`config.mk`:
```
export PLATFORM = sky130hd
export DESIGN_NAME = uart_tx_arbiter
export DESIGN_NICKNAME = d
export VERILOG_FILES = /design/src/rtl/uart_tx_arbiter.sv
export SDC_FILE = /design/constraint.sdc
export NUM_CORES = 1
export LEC_CHECK = 0
export CELL_PAD_IN_SITES_DETAIL_PLACEMENT = 1
export CELL_PAD_IN_SITES_GLOBAL_PLACEMENT = 2
export CORE_UTILIZATION = 33
export CTS_BUF_LIST = sky130_fd_sc_hd__clkbuf_8
export DETAILED_ROUTE_END_ITERATION = 16
export HOLD_SLACK_MARGIN = 0.1
export MAX_ROUTING_LAYER = met4
export PLACE_DENSITY_LB_ADDON = 0.1
export SETUP_SLACK_MARGIN = 0.4
export SLEW_MARGIN = 40
export SYNTH_ARGS = -nofsm -noshare
export SYNTH_HDL_FRONTEND = slang
export SYNTH_SLANG_ARGS = --single-unit
export TNS_END_PERCENT = 5
```
`constraint.sdc`:
```
create_clock -name clk -period 5.1 [get_ports clk]
set_input_delay 0.51 -clock clk [delete_from_list [all_inputs] [get_ports clk]]
set_output_delay 0.51 -clock clk [all_outputs]
set_load 0.03 [all_outputs]
```
`src/rtl/uart_tx_arbiter.sv`:
```
// rtl/uart_tx_arbiter.sv - two-port round-robin arbiter for the shared UART transmit byte stream
// Locked multi-byte grants, burst cap, idle-lock timeout and per-port debug byte counters.
module uart_tx_arbiter #(
    parameter int unsigned MAX_BURST    = 16,
    parameter int unsigned LOCK_TIMEOUT = 1024
) (
    input  logic        clk,
    input  logic        reset,
    input  logic        req0_valid,
    input  logic [7:0]  req0_data,
    input  logic        req0_lock,
    output logic        req0_ready,
    input  logic        req1_valid,
    input  logic [7:0]  req1_data,
    input  logic        req1_lock,
    output logic        req1_ready,
    output logic        uart_out_valid,
    output logic [7:0]  uart_out_data,
    input  logic        uart_out_ready,
    output logic [1:0]  grant,
    output logic        lock_timeout,
    output logic [31:0] byte_count0,
    output logic [31:0] byte_count1
);

    typedef enum logic [1:0] {
        IDLE   = 2'd0,
        GRANT0 = 2'd1,
        GRANT1 = 2'd2
    } state_t;

    localparam logic [8:0]  BURST_LAST = 9'(MAX_BURST);
    localparam logic [15:0] IDLE_LAST  = 16'(LOCK_TIMEOUT - 1);

    state_t      state;
    state_t      state_next;
    logic        last_served;
    logic [7:0]  burst_cnt;
    logic [15:0] idle_cnt;

    logic        own_valid;
    logic        own_lock;
    logic        xfer;
    logic        burst_done;
    logic        do_release;
    logic        do_timeout;

    always_comb begin
        state_next     = state;
        own_valid      = 1'b0;
        own_lock       = 1'b0;
        uart_out_valid = 1'b0;
        uart_out_data  = 8'h00;
        req0_ready     = 1'b0;
        req1_ready     = 1'b0;
        xfer           = 1'b0;
        burst_done     = 1'b0;
        do_release     = 1'b0;
        do_timeout     = 1'b0;

        case (state)
            IDLE: begin
                // On a tie, last_served=1 favours port 0 and vice versa.
                if (req0_valid && (!req1_valid || last_served)) begin
                    state_next = GRANT0;
                end else if (req1_valid) begin
                    state_next = GRANT1;
                end
            end
            GRANT0: begin
                own_valid      = req0_valid;
                own_lock       = req0_lock;
                uart_out_valid = req0_valid;
                uart_out_data  = req0_data;
                req0_ready     = uart_out_ready;
            end
            GRANT1: begin
                own_valid      = req1_valid;
                own_lock       = req1_lock;
                uart_out_valid = req1_valid;
                uart_out_data  = req1_data;
                req1_ready     = uart_out_ready;
            end
            default: state_next = IDLE;
        endcase

        xfer       = uart_out_valid && uart_out_ready;
        burst_done = ({1'b0, burst_cnt} + 9'd1) == BURST_LAST;

        if (state != IDLE) begin
            if (xfer && (!own_lock || burst_done)) begin
                do_release = 1'b1;
            end else if (!own_valid && !own_lock) begin
                do_release = 1'b1;
            end else if (!own_valid && own_lock && idle_cnt == IDLE_LAST) begin
                do_release = 1'b1;
                do_timeout = 1'b1;
            end
        end

        if (do_release) begin
            state_next = IDLE;
        end
    end

    always_ff @(posedge clk) begin
        if (reset) begin
            state        <= IDLE;
            last_served  <= 1'b1;
            burst_cnt    <= 8'd0;
            idle_cnt     <= 16'd0;
            lock_timeout <= 1'b0;
            byte_count0  <= 32'd0;
            byte_count1  <= 32'd0;
        end else begin
            state <= state_next;

            if (xfer && state == GRANT0) begin
                byte_count0 <= byte_count0 + 32'd1;
            end
            if (xfer && state == GRANT1) begin
                byte_count1 <= byte_count1 + 32'd1;
            end

            if (do_release) begin
                last_served <= (state == GRANT1);
                burst_cnt   <= 8'd0;
                idle_cnt    <= 16'd0;
            end else if (xfer) begin
                burst_cnt <= burst_cnt + 8'd1;
                idle_cnt  <= 16'd0;
            end else if (state != IDLE && !own_valid && own_lock) begin
                // A stalled valid byte never ages the lock; only empty cycles do.
                idle_cnt <= idle_cnt + 16'd1;
            end

            if (do_timeout) begin
                lock_timeout <= 1'b1;
            end
        end
    end

    assign grant = {state == GRANT1, state == GRANT0};

endmodule

```
; Word level (Yosys, flattened, before mapping)
; Cells that the tools add are included.
[op_classes]
multipliers = 0
shift = 0
n_div = 0
n_lt_le_gt_ge = 0
n_bitwise = 1
reduce_logical = 21
n_addsub = 5
eq_ne = 5
n_mux = 15
[op_table]
columns = operator, n
row1 = 32-bit by 1-bit adder with 32-bit output (second input constant), 2
row2 = 16-bit by 1-bit adder with 16-bit output (second input constant), 1
row3 = 16-bit by 10-bit equality test with 1-bit output (second input constant), 1
row4 = 8-bit one-hot mux with 2 select lines, 1
row5 = 1-bit logical AND, 10
row6 = 8-bit by 1-bit adder with 9-bit output (second input constant), 1
row7 = 9-bit by 5-bit equality test with 1-bit output (second input constant), 1
row8 = 1-bit two-way mux, 9
row9 = 8-bit by 1-bit adder with 8-bit output (second input constant), 1
row10 = 2-bit two-way mux, 2
row11 = 1-bit one-hot mux with 2 select lines, 2
row12 = 2-bit one-hot mux with 2 select lines, 1
row13 = 2-bit OR reduction, 2
row14 = 1-bit zero test, 3
row15 = 3-bit != test (second input constant), 1
row16 = 3-bit OR reduction, 1
row17 = 2-bit by 1-bit equality test with 1-bit output (second input constant), 1
row18 = 2-bit equality test (second input constant), 1
row19 = 2-bit zero test, 1
row20 = 1-bit logical OR, 2
row21 = 2-bit AND reduction, 1
row22 = 2-bit nonzero test, 1
row23 = 1-bit inverter, 1
[totals]
mem_bits_ro = 0
regBits = 92
latch_bits = 0
ram_bits = 0
mem_count = 0

; Logic depth before layout (Yosys ltp)
; Gate-level depths: netlist (run 1).
[logic_depth]
ltp_word = 10
mapped_depth = 12
ltp_nobuf = 8

; Least setup slack after synthesis (run 1)
; OpenSTA, ideal clock, no wires.
[synth_path]
kind = register to register
start = register state[0]
end = register idle_cnt[0]
stages_incl_launch_ff = 13
t_required_ns = 4.959
slack_ns = 2.679
n_path_buf = 4
setup_ns = 0.141
period_less_slack_ns = 2.421
arrival_ns = 2.281
cell_sequence = dfxtp_1 > inv_1 > ha_1 > buf_2 > a22o_1 > and3_1 > buf_4 > nand4b_1 > nor4_2 > or3_1 > buf_4 > buf_6 > nor3_2
[synth_via]
elab_chain_len = 10
elab_cells_between_ends = 20
[synth_rtl]
columns = item, line_no
row1 = "start, declared", 35  ; state_t state;
row2 = "start signal, assigned", 116  ; state <= state_next;
row3 = 2-bit equality test (*), -
row4 = via grant[1], 20  ; output logic [1:0] grant,
row5 = 1-bit one-hot mux with 2 select lines, 61  ; case (state)
row6 = 1-bit zero test, "93, 95, 132"
row7 = 1-bit logical AND (2 in series), 95  ; end else if (!own_valid && own_lock && idle_cnt == IDLE_LAST) begin
row8 = 1-bit two-way mux, 95
row9 = 1-bit two-way mux, 93  ; end else if (!own_valid && !own_lock) begin
row10 = 1-bit two-way mux, 91  ; if (xfer && (!own_lock || burst_done)) begin
row11 = 1-bit two-way mux, 90  ; if (state != IDLE) begin
row12 = 3-bit OR reduction (no line), -
row13 = "end signal, assigned", 134  ; idle_cnt <= idle_cnt + 16'd1;
row14 = "end, declared", 39  ; logic [15:0] idle_cnt;
; Mark *: on every way through the listed nets, which the timed path passes. The rest lies on a longest branch.
; A chain may end at the register's enable or synchronous reset.

; Worst setup path after layout (run 1)
[layout_path]
start = register state[0]
end = register idle_cnt[11]
[layout_via]
elab_chain_len = 10
elab_cells_between_ends = 20
[layout_rtl]
columns = item, line_no
row1 = 2-bit equality test / 2-bit by 1-bit equality test with 1-bit output (equally long branches), 61
row2 = 1-bit one-hot mux with 2 select lines, 61
row3 = 1-bit zero test, "93, 95, 132"
row4 = 1-bit logical AND (2 in series), 95
row5 = 1-bit two-way mux, 95
row6 = 1-bit two-way mux, 93
row7 = 1-bit two-way mux, 91
row8 = 1-bit two-way mux, 90
row9 = 3-bit OR reduction (no line), -
; Several ways; a longest one is shown, not always the timed one.

==> metrics, run 1 <==
die area=14200 µm²; CTS tree=done; ys flop type=dfxtp_1; syn nets=556; GRT Util Overall=0.176; share of post-route cells with drive strength above 1=0.0681; largest net degree at the start of global routing=68; Max Slew Vio Count=0; dpl cell area=5640 µm²; DP Wirelength=8400 µm; FILL cells=1566; die width=119 µm; synth warn=0; Yosys reg bits=92; Post-Synthesis Cells=525; Peak VDD IR=0.198 mV; worst-margin pin slew=0.732 ns; Mapped Avg Cell Area=8.65 µm²; Fmax=0.323 GHz; top-area cell type share of the netlist area=0.405; Synth Area in XOR/XNOR=0.145; final instance area=5850 µm²; DR vias=3983; ys async rst share=0; Util after Layout=0.439; Root Buffer=clkbuf_8; largest fanout on the critical path=26; critical path arrival=3.33 ns; hold bufs inserted after CTS=0; final layout net count=643; setup_tns=0 ns; adder-cell share of the synthesized area=0.0220; First-pass DRT Iterations=4; Hold WC Path Type=reg2reg; worst path required time=5.33 ns; Clock Skews=0.0122 ns; final WL=11700 µm; first-pass GRT wire length=19600 µm; Via-to-Cell Ratio=5.02; Post-Syn Area=4540 µm²; DR WL/cell=14.8 µm; Initial Util=0.340; CTS max path bufs=2; largest family of logic cells by synthesized area=simple AND/OR/NAND/NOR gates; commonest cells after routing, fill and taps aside=clkdlybuf4s50_1 (99), dfxtp_1 (92), nor2_1 (72); fin crit share=0.608; P_leak=2.05 nW; routability congestion estimate=0.708; Pwr Density=280 nW/µm²; RSZ-0062 raised after global routing=false; Die Y=119 µm; TritonCTS sink count=92; critical path class=reg2reg; Clock transition at path regs=0.10 ns; Crit. End Element=register; Startpoint Class=register; initial antenna violation count=0; P&R area growth vs syn=28.9%; top cells by area, synth=dfxtp_1 (41%), xor2_1 (10%), nor2_1 (5.9%), xnor2_1 (4.4%), nand2_1 (3.5%); simple logic cell fraction of the synthesized area=0.318; Port Buf Inserts=100; total CTS buffers=9; Seq/Total Area, Yosys=0.405; top cell type by total area after synthesis=dfxtp_1; IO Pins=101; most common cell after layout, fill and taps aside=clkdlybuf4s50_1; n_diodes=0; Compound-Gate Fraction of Synth Area=0.0675; post-synthesis mux area share=0.00661; num rows=42; 1st-iter DRT viols=197; Worst-Skew Late Latency=0.37 ns; post-synth cell types=45; final hold viol count=0; DRT antenna net count=0; final setup vio count=0; H-tree levels=3; post-CTS setup buffers=0; CTS resizes=0; drt drc=0; GRT overflow=0; Slew headroom=0.512; # Max-Cap Violations=0; Post-synth EDFFs=0; status=completed; vias in the first global route=3912; CORE AREA=13300 µm²; crit path time final=3.10 ns
-- state kept, by name, summed over array words and instances, names as in the netlist --
register,count
byte_count0,32
burst_cnt,8
last_served,1
state,2
idle_cnt,16
lock_timeout,1
byte_count1,32
-- metal layers --
layer,wire [µm],up-vias,share of wire,track usage
li1,-,1978,-,-
met1,5400,1946,0.46,0.213
met2,5860,50,0.50,0.294
met3,363,9,0.031,0.0455
met4,105,0,0.0090,0.0422
met5,0,-,0,-
-- worst paths after layout --
kind | startpoint | end | slack [ns] | cells after the start
setup / recovery | state[0] | idle_cnt[11] | 2.00 | 9
hold / removal | lock_timeout | lock_timeout | 0.49 | 2
setup reg to reg | state[0] | idle_cnt[11] | 2.00 | 9
hold reg to reg | lock_timeout | lock_timeout | 0.49 | 2
-- where the power goes --
part / internal [mW] / total (mW) / switching (mW) / leakage (nW)
sequential: 0.730 / 0.739 / 0.00978 / 0.741
combinational: 0.138 / 0.374 / 0.236 / 1.20
clock: 0.255 / 0.523 / 0.268 / 0.108
-- worst max-delay path: stages (launching register included) --
cell      delay [ns]
dfxtp_1         0.33
inv_1           0.08
ha_1            0.58
a22o_1          0.28
and3_1          0.16
buf_4           0.32
nand4b_1        0.16
nor4_2          0.36
or3_2           0.58
nor3_1          0.10
-- area by class of cell --
type                       count  area (µm²)  share of cell area
inverter                       8        30.0             0.00513
clock inverter                 5        58.8              0.0100
clock buffer                  11         151              0.0259
sequential                    92        1840               0.315
timing repair buffer         102        1010               0.173
multi-input combinational    399        2540               0.434
tap                          176         220              0.0376
-- cell families after synthesis --
logic type | Yosys count
AND/OR/NAND/NOR | 262
multiplexers | 3
buffers and inverters | 34
AO/OA/AOI/OAI | 51
adder cells (fa/ha/maj) | 8
flip-flops | 92
XOR/XNOR | 75
-- Yosys cell counts (4+ instances only) --
| library cell | instances |
|---|---|
| and3_1 | 22 |
| nor2_1 | 72 |
| nor3_1 | 11 |
| ha_1 | 8 |
| o21ai_0 | 15 |
| nand2_1 | 42 |
| nand4_1 | 19 |
| a22oi_1 | 8 |
| xor2_1 | 52 |
| and4_1 | 10 |
| nor2b_1 | 11 |
| nor3_2 | 11 |
| xnor2_1 | 23 |
| or3_1 | 13 |
| and2_1 | 4 |
| dfxtp_1 | 92 |
| inv_1 | 8 |
| a21oi_1 | 18 |
| nand3_1 | 30 |
| clkbuf_1 | 12 |
| buf_2 | 9 |
-- through the flow --
| stage | hold slack [ns] | total power [mW] | setup slack, ns | cells |
|---|---|---|---|---|
| floorplan | 0.449 | 1.04 | 2.68 | 525 |
| global placement | 0.458 | 1.12 | 1.57 | 777 |
| detailed placement | 0.473 | 1.14 | 1.80 | 777 |
| CTS | 0.501 | 1.67 | 1.94 | 793 |
| global route | 0.538 | 1.73 | 1.69 | 793 |
| finish | 0.489 | 1.64 | 2.00 | 793 |
(Power assumes the default switching activity.)
==> inputs of run 2 (changes only) <==
--- a/config.mk
+++ b/config.mk
@@ -7,7 +7,7 @@
 export LEC_CHECK = 0
 export CELL_PAD_IN_SITES_DETAIL_PLACEMENT = 1
 export CELL_PAD_IN_SITES_GLOBAL_PLACEMENT = 2
-export CORE_UTILIZATION = 33
+export CORE_UTILIZATION = 31
 export CTS_BUF_LIST = sky130_fd_sc_hd__clkbuf_8
 export DETAILED_ROUTE_END_ITERATION = 16
 export HOLD_SLACK_MARGIN = 0.1
==> constraint.sdc (replaced) <==
create_clock -name clk -period 2.9 [get_ports clk]
set_input_delay 0.29 -clock clk [delete_from_list [all_inputs] [get_ports clk]]
set_output_delay 0.29 -clock clk [all_outputs]
set_load 0.03 [all_outputs]
==> run 2 against run 1 <==
  * Clock power increased by 85%
  * Sequential share of layout area decreased by 0.54 points
  * Final cell count increased by 1.6%
  * Count of clock-buffer cells in the layout decreased by 2
  * Hold slack got worse by 0.11 ns
  * Die area increased by 6.3%
  * Cell area increased by 1.7%
  * Global-route usage decreased by 0.33 points
  * Critical endpoint is now uart_out_data[1]
==> metrics, run 2 (synthesized netlist as in run 1, its figures left out) <==
worst path required time=2.61 ns; P&R area growth vs syn=31.1%; DP Wirelength=8620 µm; largest net degree at the start of global routing=67; final hold viol count=0; initial antenna violation count=0; Slew headroom=0.488; critical path arrival=2.26 ns; Fmax=0.392 GHz; n_diodes=0; CORE AREA=14100 µm²; Startpoint Class=register; worst r2r dst=idle_cnt[14]; share of post-route cells with drive strength above 1=0.0879; Die Y=123 µm; H-tree levels=3; drt drc=0; setup_tns=0 ns; final WL=12000 µm; status=completed; Root Buffer=clkbuf_8; first-pass GRT wire length=19900 µm; met1 Use GR=0.212; P_leak=2.10 nW; Crit. End Element=output pin; total CTS buffers=9; DRT antenna net count=0; most common cell after layout, fill and taps aside=clkdlybuf4s50_1; Hold Crit Depth=3; commonest cells after routing, fill and taps aside=clkdlybuf4s50_1 (97), dfxtp_1 (92), nor2_1 (72); routability congestion estimate=0.749; Worst Reg-to-Reg Cells=9; CTS max path bufs=2; hold bufs inserted after CTS=0; critical path class=reg2out; DR WL/cell=14.9 µm; Worst-Skew Late Latency=0.38 ns; Hold WC Path Type=in2reg; GRT Util Overall=0.173; GRT overflow=0; largest fanout on the critical path=12; Util after Layout=0.423; num rows=43; GR Util met2=0.285; worst-margin pin slew=0.768 ns; Clock transition at path regs=0.09 ns; IO Pins=101; CTS tree=done; reg-to-reg critical path startpoint=state[1]; Initial Util=0.322; die width=123 µm; r2r setup slk=0.48 ns; First-pass DRT Iterations=4; Critical Path Max Stage Delay=0.69 ns; RSZ-0062 raised after global routing=true; Crit-path slowest cell=clkdlybuf4s50_1; Peak VDD IR=0.352 mV; die area=15100 µm²; DR vias=4003; min-delay src=reset; fin crit share=0.879; Port Buf Inserts=100; Via-to-Cell Ratio=4.97; FILL cells=1681; crit path time final=2.55 ns; Pwr Density=505 nW/µm²; vias in the first global route=3986; GRT busiest layer=met2; crit-path cells=inv_1 -> ha_2 -> buf_4 -> a22oi_1 -> nor2b_1 -> clkdlybuf4s50_1; Clock Skews=0.0194 ns; Max Slew Vio Count=0; # Max-Cap Violations=0; met3 Use GR=0.0434; TritonCTS sink count=92; 1st-iter DRT viols=157; final layout net count=652; Hold Path End=burst_cnt[5]; biggest regs=byte_count0: 32 flops, byte_count1: 32 flops, idle_cnt: 16 flops; final setup vio count=0
==> run 2: changes by cell type in the layout (fill, tap and decap cells not counted), moves of 2 or more <==
cell             delta
clkinv_2            +2
buf_4               +8
ha_2                +3
clkdlybuf4s50_1     -2
dlygate4sd2_1       +2
ha_1                -3
clkbuf_8            -2
==> run 2: cell type report <==
type | instances | area, µm² | area share
clock inverter | 7 | 90.1 | 0.0151
inverter | 8 | 30.0 | 0.00504
tap | 180 | 225 | 0.0378
timing repair buffer | 111 | 1090 | 0.183
sequential | 92 | 1840 | 0.309
clock buffer | 9 | 124 | 0.0208
multi-input combinational | 399 | 2560 | 0.429
==> run 2: worst max path at each step <==
stage / slack [ns] / endpoint / cells after the start / startpoint
after floorplan: 0.48 / idle_cnt[0] / 12 / state[0]
after global placement: 0.30 / byte_count1[17] / 7 / req0_valid
after detailed placement: 0.24 / byte_count1[22] / 7 / state[0]
after CTS: 0.27 / byte_count1[22] / 7 / state[0]
after global routing: 0.22 / uart_out_data[3] / 6 / state[0]
final: 0.35 / uart_out_data[1] / 6 / state[0]
==> run 2: metal layers <==
| layer | vias up | routed length (µm) |
|---|---|---|
| met5 | - | 0 |
| met4 | 0 | 95 |
| met3 | 10 | 455 |
| met2 | 75 | 5740 |
| met1 | 1931 | 5730 |
| li1 | 1987 | - |
==> run 2: where the power goes <==
group | switching (mW) | internal (mW) | total [mW]
combinational | 0.434 | 0.309 | 0.743
clock | 0.483 | 0.483 | 0.965
sequential | 0.0173 | 1.28 | 1.30
==> run 2: worst max-delay path: cells and delay by family, from the launching register on <==
family	cells	cell delay, ns
buffers and inverters	3	1.00
AOI/OAI and AO/OA	1	0.09
and+or+nand+nor	1	0.11
adders and majority gates	1	0.37
DFF	1	0.33
==> run 2: what timing repair did <==
action	4_1_cts	5_1_grt
setup endpoints to repair	55	60
resized for setup	4	4
gates cloned	0	0
buffers inserted	0	1
pin swaps	0	1
==> run 2: through the flow <==
step / cell area (µm²) / setup WS [ns] / total power [mW] / cells / hold WS (ns)
floorplan: 4540 / 0.479 / 1.82 / 525 / 0.435
global placement: 5720 / 0.300 / 2.07 / 789 / 0.453
detailed placement: 5720 / 0.238 / 2.07 / 789 / 0.468
CTS: 5940 / 0.273 / 3.06 / 805 / 0.371
global route: 5960 / 0.217 / 3.17 / 806 / 0.409
finish: 5960 / 0.352 / 3.01 / 806 / 0.378
==> inputs of run 3 (changes only) <==
--- a/config.mk
+++ b/config.mk
@@ -13,6 +13,7 @@
 export HOLD_SLACK_MARGIN = 0.1
 export MAX_ROUTING_LAYER = met4
 export PLACE_DENSITY_LB_ADDON = 0.1
+export REMOVE_ABC_BUFFERS = 1
 export SETUP_SLACK_MARGIN = 0.4
 export SLEW_MARGIN = 40
 export SYNTH_ARGS = -nofsm -noshare
==> run 3 against run 2 <==
  * Via count did not move
  * Cell area rose by 0.19%
  * Register-to-register slack got worse by 0.10 ns
  * Final cell count rose by 0.12%
  * Critical endpoint is now uart_out_data[3]
  * Die area did not move
  * First-iteration DRC count fell by 22%
==> metrics, run 3 (synthesized netlist as in run 1, its figures left out) <==
DRT antenna net count=0; final WL=12400 µm; GRT Util Overall=0.178; Via-to-Cell Ratio=4.96; IO Pins=101; crit path time final=2.58 ns; largest fanout on the critical path=11; share of post-route cells with drive strength above 1=0.0845; Clock transition at path regs=0.09 ns; Crit-path slowest cell=clkdlybuf4s50_1; die width=123 µm; Fmax=0.388 GHz; register area=1840 µm²; P&R area growth vs syn=31.3%; critical path class=reg2out; CORE AREA=14100 µm²; Clock Skews=0.00914 ns; H-tree levels=3; final instance area=5970 µm²; dpl cell area=5730 µm²; Hold Crit Depth=2; Startpoint Class=register; setup ws final=0.323 ns; CTS max path bufs=2; P_leak=2.13 nW; worst path required time=2.61 ns; area occupied by multi-input gates=2540 µm²; Hold WC Path Type=reg2reg; critical path arrival=2.29 ns; FILL cells=1643; final setup vio count=0; Worst path top cell family by delay=buffers and inverters; Peak VDD IR=0.216 mV; WL met3=415 µm; status=completed; Die Y=123 µm; crit-path cells=inv_1 -> ha_2 -> buf_4 -> a22oi_1 -> nor2b_1 -> clkdlybuf4s50_1; Initial Util=0.322; Critical path buffers and inverters=3; largest net degree at the start of global routing=67; DR vias=4003; initial antenna violation count=0; top layer in use=met4; worst-margin pin slew=0.747 ns; TritonCTS sink count=92; Power Total=3.05 mW; RSZ-0062 raised after global routing=true; Max Slew Vio Count=0; setup_tns=0 ns; cell count along the critical path=6; fin crit share=0.888; Worst-Skew Late Latency=0.38 ns; first-pass GRT wire length=20000 µm; Critical Path Max Stage Delay=0.69 ns; biggest regs=byte_count0: 32 flops, byte_count1: 32 flops, idle_cnt: 16 flops; total CTS buffers=9; final hold viol count=0; commonest cells after routing, fill and taps aside=clkdlybuf4s50_1 (97), dfxtp_1 (92), nor2_1 (72); drt drc=0; Pwr Density=511 nW/µm²; met2 wire length=6230 µm; DR WL/cell=15.3 µm; final layout net count=653; First-pass DRT Iterations=4; pre-CTS setup slack=0.233 ns; Slew headroom=0.502; routability congestion estimate=0.770; CTS tree=done; 1st-iter DRT viols=122; Worst Reg-to-Reg Cells=8; # Max-Cap Violations=0; num rows=43; n_diodes=0; DP Wirelength=9090 µm; vias in the first global route=3962; Port Buf Inserts=100; Root Buffer=clkbuf_8; most common cell after layout, fill and taps aside=clkdlybuf4s50_1; GRT overflow=0; Crit. End Element=output pin; M1 WL=5700 µm; die area=15100 µm²
## run 3: worst min-delay path, delay by kind of cell, from the launching register on
kind | cells | cell delay, ns
AND/OR/NAND/NOR | 1 | 0.07
flip-flops | 1 | 0.34
AO/OA/AOI/OAI | 1 | 0.05
## run 3: metrics by stage
stage                util  std cells  hold slack, ns
floorplan               -        499           0.359
global placement    0.406        790           0.451
detailed placement  0.406        790           0.465
CTS                 0.423        806           0.489
global route        0.423        807           0.537
finish              0.423        807           0.486
## run 3: final timing paths
kind                      from                to  slack, ns
hold / removal    lock_timeout      lock_timeout       0.49
setup reg to reg      state[1]   byte_count0[27]       0.38
setup / recovery      state[0]  uart_out_data[3]       0.32
hold reg to reg   lock_timeout      lock_timeout       0.49
## run 3: layout make-up
type | instances | area share
clock inverters | 6 | 0.0147
repair buffers | 112 | 0.184
well taps | 180 | 0.0377
flip-flops and latches | 92 | 0.309
inverters | 8 | 0.00503
clock buffers | 10 | 0.0231
multi-input cells | 399 | 0.427
## run 3: power breakdown
part	total, mW	internal (mW)	switching [mW]
logic	0.759	0.304	0.455
clock network	0.989	0.509	0.480
registers	1.30	1.28	0.0161
total	3.05	2.10	0.951
## run 3: per-layer routing
| layer | GRT usage | up-vias |
|---|---|---|
| li1 | - | 1991 |
| met1 | 0.210 | 1950 |
| met2 | 0.300 | 57 |
| met3 | 0.0457 | 5 |
| met4 | 0.0467 | 0 |
| met5 | - | - |
## run 3: timing repair
action                     in CTS  in global routing
gates resized for setup         3                  1
buffers inserted                0                  1
pin swaps                       0                  1
setup endpoints to repair      26                 31
hold buffers                    0                  0
